===== src/rtl/dac_spi_tx_if.sv =====
// Sample handshake between an upstream sample source (e.g. a DDS generator) and dac_spi_tx.
// Transfer happens on sample_valid && sample_ready at the rising clock edge.
interface dac_spi_tx_if #(
    parameter int DAC_N = 10
);
    logic [DAC_N-1:0] sample;
    logic             sample_valid;
    logic             sample_ready;

    modport master (output sample, output sample_valid, input sample_ready);
    modport slave  (input sample, input sample_valid, output sample_ready);
endinterface


===== src/rtl/dac_spi_tx.sv =====
// Serialises one DAC sample per handshake into a 16-bit SPI mode-0 frame for an MCP49x1-style
// DAC, then strobes LDAC. Every output comes straight from a flop.
module dac_spi_tx #(
    parameter int         DAC_N   = 10,
    parameter int         CLK_DIV = 4,
    parameter logic [3:0] CFG     = 4'b0111
) (
    input  logic        clk,
    input  logic        rst,
    dac_spi_tx_if.slave s_if,
    output logic        busy,
    output logic        frame_done,
    output logic        dac_cs_n,
    output logic        dac_sck,
    output logic        dac_sdi,
    output logic        dac_ldac_n
);

    localparam int              HC_W    = (CLK_DIV > 1) ? $clog2(CLK_DIV) : 1;
    localparam logic [HC_W-1:0] HC_LAST = HC_W'(CLK_DIV - 1);
    localparam logic [HC_W-1:0] HC_PRE  = HC_W'((CLK_DIV > 1) ? CLK_DIV - 2 : 0);

    typedef enum logic [2:0] {
        IDLE,
        SETUP,
        SHIFT,
        HOLD,
        LATCH
    } state_t;

    state_t          state_reg;
    logic [HC_W-1:0] hc_reg;
    logic [3:0]      bit_cnt_reg;
    logic [15:0]     shreg_reg;
    logic            cs_n_reg;
    logic            sck_reg;
    logic            ldac_n_reg;
    logic            ready_reg;
    logic            busy_reg;
    logic            frame_done_reg;

    logic [11:0]     sample_aligned;
    logic [15:0]     frame;
    logic            hc_last;

    // Left-align the sample into the 12-bit data field, zero-padding the LSBs.
    genvar gi;
    for (gi = 0; gi < 12; gi++) begin : g_align
        if (gi >= 12 - DAC_N) begin : g_data
            assign sample_aligned[gi] = s_if.sample[gi - (12 - DAC_N)];
        end else begin : g_pad
            assign sample_aligned[gi] = 1'b0;
        end
    end

    assign frame   = {CFG, sample_aligned};
    assign hc_last = (hc_reg == HC_LAST);

    always_ff @(posedge clk or posedge rst) begin
        if (rst) begin
            state_reg      <= IDLE;
            hc_reg         <= '0;
            bit_cnt_reg    <= '0;
            shreg_reg      <= '0;
            cs_n_reg       <= 1'b1;
            sck_reg        <= 1'b0;
            ldac_n_reg     <= 1'b1;
            ready_reg      <= 1'b1;
            busy_reg       <= 1'b0;
            frame_done_reg <= 1'b0;
        end else begin
            frame_done_reg <= 1'b0;
            case (state_reg)
                IDLE: begin
                    if (s_if.sample_valid) begin
                        state_reg <= SETUP;
                        hc_reg    <= '0;
                        shreg_reg <= frame;
                        cs_n_reg  <= 1'b0;
                        ready_reg <= 1'b0;
                        busy_reg  <= 1'b1;
                    end
                end
                SETUP: begin
                    if (hc_last) begin
                        state_reg   <= SHIFT;
                        hc_reg      <= '0;
                        sck_reg     <= 1'b1;
                        bit_cnt_reg <= '0;
                    end else begin
                        hc_reg <= hc_reg + 1'b1;
                    end
                end
                SHIFT: begin
                    if (hc_last) begin
                        hc_reg <= '0;
                        if (sck_reg) begin
                            sck_reg <= 1'b0;
                            // The last bit stays on sdi through HOLD; no shift after it.
                            if (bit_cnt_reg == 4'd15) begin
                                state_reg <= HOLD;
                            end else begin
                                shreg_reg   <= {shreg_reg[14:0], 1'b0};
                                bit_cnt_reg <= bit_cnt_reg + 4'd1;
                            end
                        end else begin
                            sck_reg <= 1'b1;
                        end
                    end else begin
                        hc_reg <= hc_reg + 1'b1;
                    end
                end
                HOLD: begin
                    if (hc_last) begin
                        state_reg      <= LATCH;
                        hc_reg         <= '0;
                        cs_n_reg       <= 1'b1;
                        shreg_reg      <= '0;
                        ldac_n_reg     <= 1'b0;
                        frame_done_reg <= (CLK_DIV == 1);
                    end else begin
                        hc_reg <= hc_reg + 1'b1;
                    end
                end
                LATCH: begin
                    if (hc_last) begin
                        state_reg  <= IDLE;
                        hc_reg     <= '0;
                        ldac_n_reg <= 1'b1;
                        ready_reg  <= 1'b1;
                        busy_reg   <= 1'b0;
                    end else begin
                        hc_reg         <= hc_reg + 1'b1;
                        frame_done_reg <= (hc_reg == HC_PRE);
                    end
                end
                default: begin
                    state_reg  <= IDLE;
                    hc_reg     <= '0;
                    cs_n_reg   <= 1'b1;
                    sck_reg    <= 1'b0;
                    shreg_reg  <= '0;
                    ldac_n_reg <= 1'b1;
                    ready_reg  <= 1'b1;
                    busy_reg   <= 1'b0;
                end
            endcase
        end
    end

    assign s_if.sample_ready = ready_reg;
    assign busy              = busy_reg;
    assign frame_done        = frame_done_reg;
    assign dac_cs_n          = cs_n_reg;
    assign dac_sck           = sck_reg;
    assign dac_sdi           = shreg_reg[15];
    assign dac_ldac_n        = ldac_n_reg;

endmodule

===== src/flat_wrapper.sv =====
// flat-port wrapper written by rule: the top's interface ports become plain ports
module dac_spi_tx_flat 
#(
    parameter int         DAC_N   = 10,
    parameter int         CLK_DIV = 4,
    parameter logic [3:0] CFG     = 4'b0111
)
  (clk, rst, busy, frame_done, dac_cs_n, dac_sck, dac_sdi, dac_ldac_n, s_if_sample, s_if_sample_valid, s_if_sample_ready);
  dac_spi_tx_if #(.DAC_N(DAC_N)) s_if_i ();
  input  logic clk;
  input  logic rst;
  output logic busy;
  output logic frame_done;
  output logic dac_cs_n;
  output logic dac_sck;
  output logic dac_sdi;
  output logic dac_ldac_n;
  input wire logic [$bits(s_if_i.sample)-1:0] s_if_sample;
  input wire logic [$bits(s_if_i.sample_valid)-1:0] s_if_sample_valid;
  output wire logic [$bits(s_if_i.sample_ready)-1:0] s_if_sample_ready;
  assign s_if_i.sample = s_if_sample;
  assign s_if_i.sample_valid = s_if_sample_valid;
  assign s_if_sample_ready = s_if_i.sample_ready;
  dac_spi_tx #(.DAC_N(DAC_N), .CLK_DIV(CLK_DIV), .CFG(CFG)) u_core (.clk(clk), .rst(rst), .s_if(s_if_i), .busy(busy), .frame_done(frame_done), .dac_cs_n(dac_cs_n), .dac_sck(dac_sck), .dac_sdi(dac_sdi), .dac_ldac_n(dac_ldac_n));
endmodule

===== config.mk =====
export PLATFORM = sky130hd
export DESIGN_NAME = dac_spi_tx_flat
export DESIGN_NICKNAME = d
export VERILOG_FILES = /design/src/rtl/dac_spi_tx_if.sv /design/src/rtl/dac_spi_tx.sv /design/src/flat_wrapper.sv
export SDC_FILE = /design/constraint.sdc
export NUM_CORES = 1
export LEC_CHECK = 0
export ABC_AREA = 1
export CAP_MARGIN = 15
export CORE_MARGIN = 2
export CORE_UTILIZATION = 50
export CTS_BUF_LIST = sky130_fd_sc_hd__clkbuf_2 sky130_fd_sc_hd__clkbuf_4 sky130_fd_sc_hd__clkbuf_8
export DETAILED_ROUTE_END_ITERATION = 6
export MAX_ROUTING_LAYER = met4
export PLACE_DENSITY = 0.88
export SLEW_MARGIN = 0
export SYNTH_ARGS = -nofsm -noshare
export SYNTH_HDL_FRONTEND = slang
export SYNTH_SLANG_ARGS = --single-unit
export TNS_END_PERCENT = 50

===== constraint.sdc =====
create_clock -name clk -period 1.55 [get_ports clk]
set_clock_uncertainty 0.2 [all_clocks]
set_input_delay 0.31 -clock clk [delete_from_list [all_inputs] [get_ports clk]]
set_output_delay 0.31 -clock clk [all_outputs]
set_load 0.02 [all_outputs]

==> metrics.csv <==
stage,metric,value,unit
outcome,status,"finished, violations left",
outcome,failing checks,setup timing,
setup_path,CP endpoint,u_core.dac_ldac_n,
die,full die area,3725,sq um
synthesis,area share of the largest cell type after synthesis,40.00,%
setup_path,crit path capture type,flip-flop,
sta,final-report setup violation count,24,
setup_path,reg-to-reg critical path endpoint,u_core.dac_ldac_n,
sta,Worst Slack Setup Final,-152.5,ps
sta,final hold slack,78.54,ps
synthesis,Mapped Cells,214,
synthesis,Syn Area/Cell,7.601,sq um
synthesis,Ys Warns,0,
cts,cts hold-fix bufs,0,
setup_path,Worst Setup Start Kind,flip-flop,
setup_path,reg2reg setup slack,-150,ps
detailed_routing,met2 wire len,2378,um
sta,worst slew pin tran,342.9,ps
sta,FMAX,587.4,MHz
synthesis,post-synthesis cell area,1627,sq um
power,VDD IR-drop max,1.644,mV
die,Die Width,61.04,um
setup_path,CP Max Fanout,6,
die,initial core utilization,52.85,%
worst_hold_path,Hold Crit Class,in -> async,
sta,Worst slew margin,76.90,%
setup_path,Worst EP required,1620,ps
die,area of the core,3078,sq um
place,IO Port Bufs,19,
grt,initial antenna violation count,0,
die,Die H,61.04,um
cts,number of clock sinks,29,
detailed_routing,met3 WL,396,um
synthesis,Yosys reg bits,29,
synthesis,dominant cell type by area after synthesis,dfrtp_1,
grt,first-pass GRT wire length,6541,um
place,placed cells,295,
cts,"CTS clk-pin slew, worst paths",100,ps
grt,gr usage total,25.24,%
power,Lkg Pwr,0.001237,uW
setup_path,worst setup path startpoint,u_core.state_reg[2],
cells_and_area,nets,284,
flow_run,Max Cap Viol,0,
setup_path,R2R cell count,6,
sta,Final Max Tran Viols,0,
sta,RSZ-0062 raised after global routing,true,
sta,Tcrit/Tclk final,109.8,%
synthesis,asr flop ratio synth,100.0,%
cells_and_area,Largest register FFs,14,
synthesis,part of the Yosys area used for sequential elements,44.85,%
cells_and_area,ANT cells,0,
cts,clock latency on the worst-skew pair,360,ps
cells_and_area,Layout Utilization,79.72,%
cells_and_area,layout cells sized above 1,43.49,%
power,Pwr Density,2500,nW/um^2
detailed_routing,Detailed Route WL,5078,um
cts,CTS root buf,clkbuf_4,
setup_path,RR Startpoint,u_core.state_reg[2],
cells_and_area,post-route cell area,2454,sq um
cts,# H-tree levels,2,
detailed_routing,first drt pass iteration count,5,
detailed_routing,met1 WL,2080,um
detailed_routing,highest metal used,met4,
detailed_routing,initial DRC count,187,
place,RD Place Congestion,0.8976,
synthesis,Post-synth top cells,"nand2_1, nand3_1, dfrtp_1, nor2_1, inv_1",
power,Design Power,6134,uW
cells_and_area,"Cell Count, Final, Fillers Out",313,
place,Placement Cell Area,2037,sq um
die,FP Rows,20,
sta,final hold vios,0,
place,DPL Wire Length,2536,um
synthesis,Mapped Nets,230,
grt,vias in the first global route,1467,
die,io pins,20,
grt,global route overflow,0,
synthesis,top-count cell post-synth,nand2_1,
setup_path,critical path class,reg -> reg,
synthesis,most common flop cell mapped by yosys,dfrtp_1,
cts,TritonCTS clock tree,built,
detailed_routing,"antenna viol nets, final",0,
detailed_routing,Via-to-Cell Ratio,5.633,
synthesis,ranking of synthesized cells by area,"dfrtp_1, nand2_1, nand3_1, dfstp_2, o21ai_0",
setup_path,worst endpoint data arrival time,1770,ps
cells_and_area,Layout area overhead,50.85,%
sta,Tmin final,1702,ps
detailed_routing,Vias,1763,
synthesis,synth unique cells,22,
detailed_routing,drt drc,0,
synthesis,number of flops mapped to enable cells by yosys,0,
cts,TritonCTS Buffers,5,
cts,Clock Path Buffers,2,
grt,largest net degree at the start of global routing,30,
detailed_routing,Routed wire per std cell,16.22,um
[metrics by stage]
| step | setup WS [ps] | TNS (ps) |
|---|---|---|
| 6_report | -152.5 | -1455 |
| 5_1_grt | -141.9 | -3029 |
| 4_1_cts | -29.45 | -53.55 |
| 3_5_place_dp | -228.4 | -3721 |
| 3_3_place_gp | -178.6 | -3159 |
| 2_1_floorplan | 2.000 | 0 |
[repair_timing]
item                                    in CTS  in global routing
setup buffers                                4                  3
pin swaps                                    4                 19
gates resized for setup                     41                 57
cloned                                       1                  2
endpoints found under the setup margin      33                 35
[placed cells by master (no fill, tap or decap), types with 3 or more instances in the layout]
cell | synthesis | final
nor2_1 | 12 | 7
dfrtp_2 | 0 | 3
clkdlybuf4s50_1 | 0 | 12
nand3_1 | 29 | 12
buf_4 | 4 | 27
inv_1 | 11 | 9
buf_12 | 0 | 4
nand3_4 | 0 | 5
clkbuf_4 | 0 | 6
buf_6 | 2 | 4
nand3_2 | 2 | 15
nand2_1 | 92 | 75
dfstp_2 | 3 | 3
o21ai_1 | 0 | 5
o21ai_0 | 9 | 3
nand2_2 | 6 | 23
nor2_4 | 3 | 7
dfrtp_1 | 26 | 23
[logic make-up after synthesis]
kind of cell	count (synthesis)	synth area share [%]
fa+ha+maj	3	2.308
compound gates	11	3.461
buf+inv	20	6.538
simple gates	150	42.31
xor+xnor	1	0.5386
flops	29	44.85
[how the worst min path moves through the flow]
stage,startpoint,endpoint,slack (ps),cells past startpoint
2_1_floorplan,rst,u_core.bit_cnt_reg[0],190,1
4_1_cts,rst,u_core.shreg_reg[10],100,3
5_1_grt,rst,u_core.shreg_reg[10],100,3
3_5_place_dp,u_core.shreg_reg[11],u_core.shreg_reg[11],260,2
3_3_place_gp,u_core.s_if.sample_ready,u_core.s_if.sample_ready,250,2
6_report,rst,u_core.shreg_reg[11],80,3
[power by group]
group / switching, uW / internal, uW / total, uW
logic: 2400 / 1680 / 4080
clock network: 298 / 402 / 700
registers: 275 / 1080 / 1360
total: 2970 / 3160 / 6130
[per-layer routing]
layer	up-vias	track usage, %
met5	-	-
met4	0	9.938
met3	30	7.983
met2	121	37.84
met1	829	31.87
li1	783	-
[cell type report]
type	instances	area, sq um
clock inverter	1	30.03
tap	44	55.05
fill	175	624.3
sequential	29	733.2
multi-input combinational	166	1015
clock buffer	7	58.81
timing repair buffer	53	503.0
inverter	13	58.81
[critical path, stage by stage (launching register included)]
cell	delay [ps]
dfrtp_2	490
buf_6	160
nand3_1	150
nand2_2	110
buf_4	140
o21ai_0	230
nand2_1	150
Power figures use the tool's default switching activity.
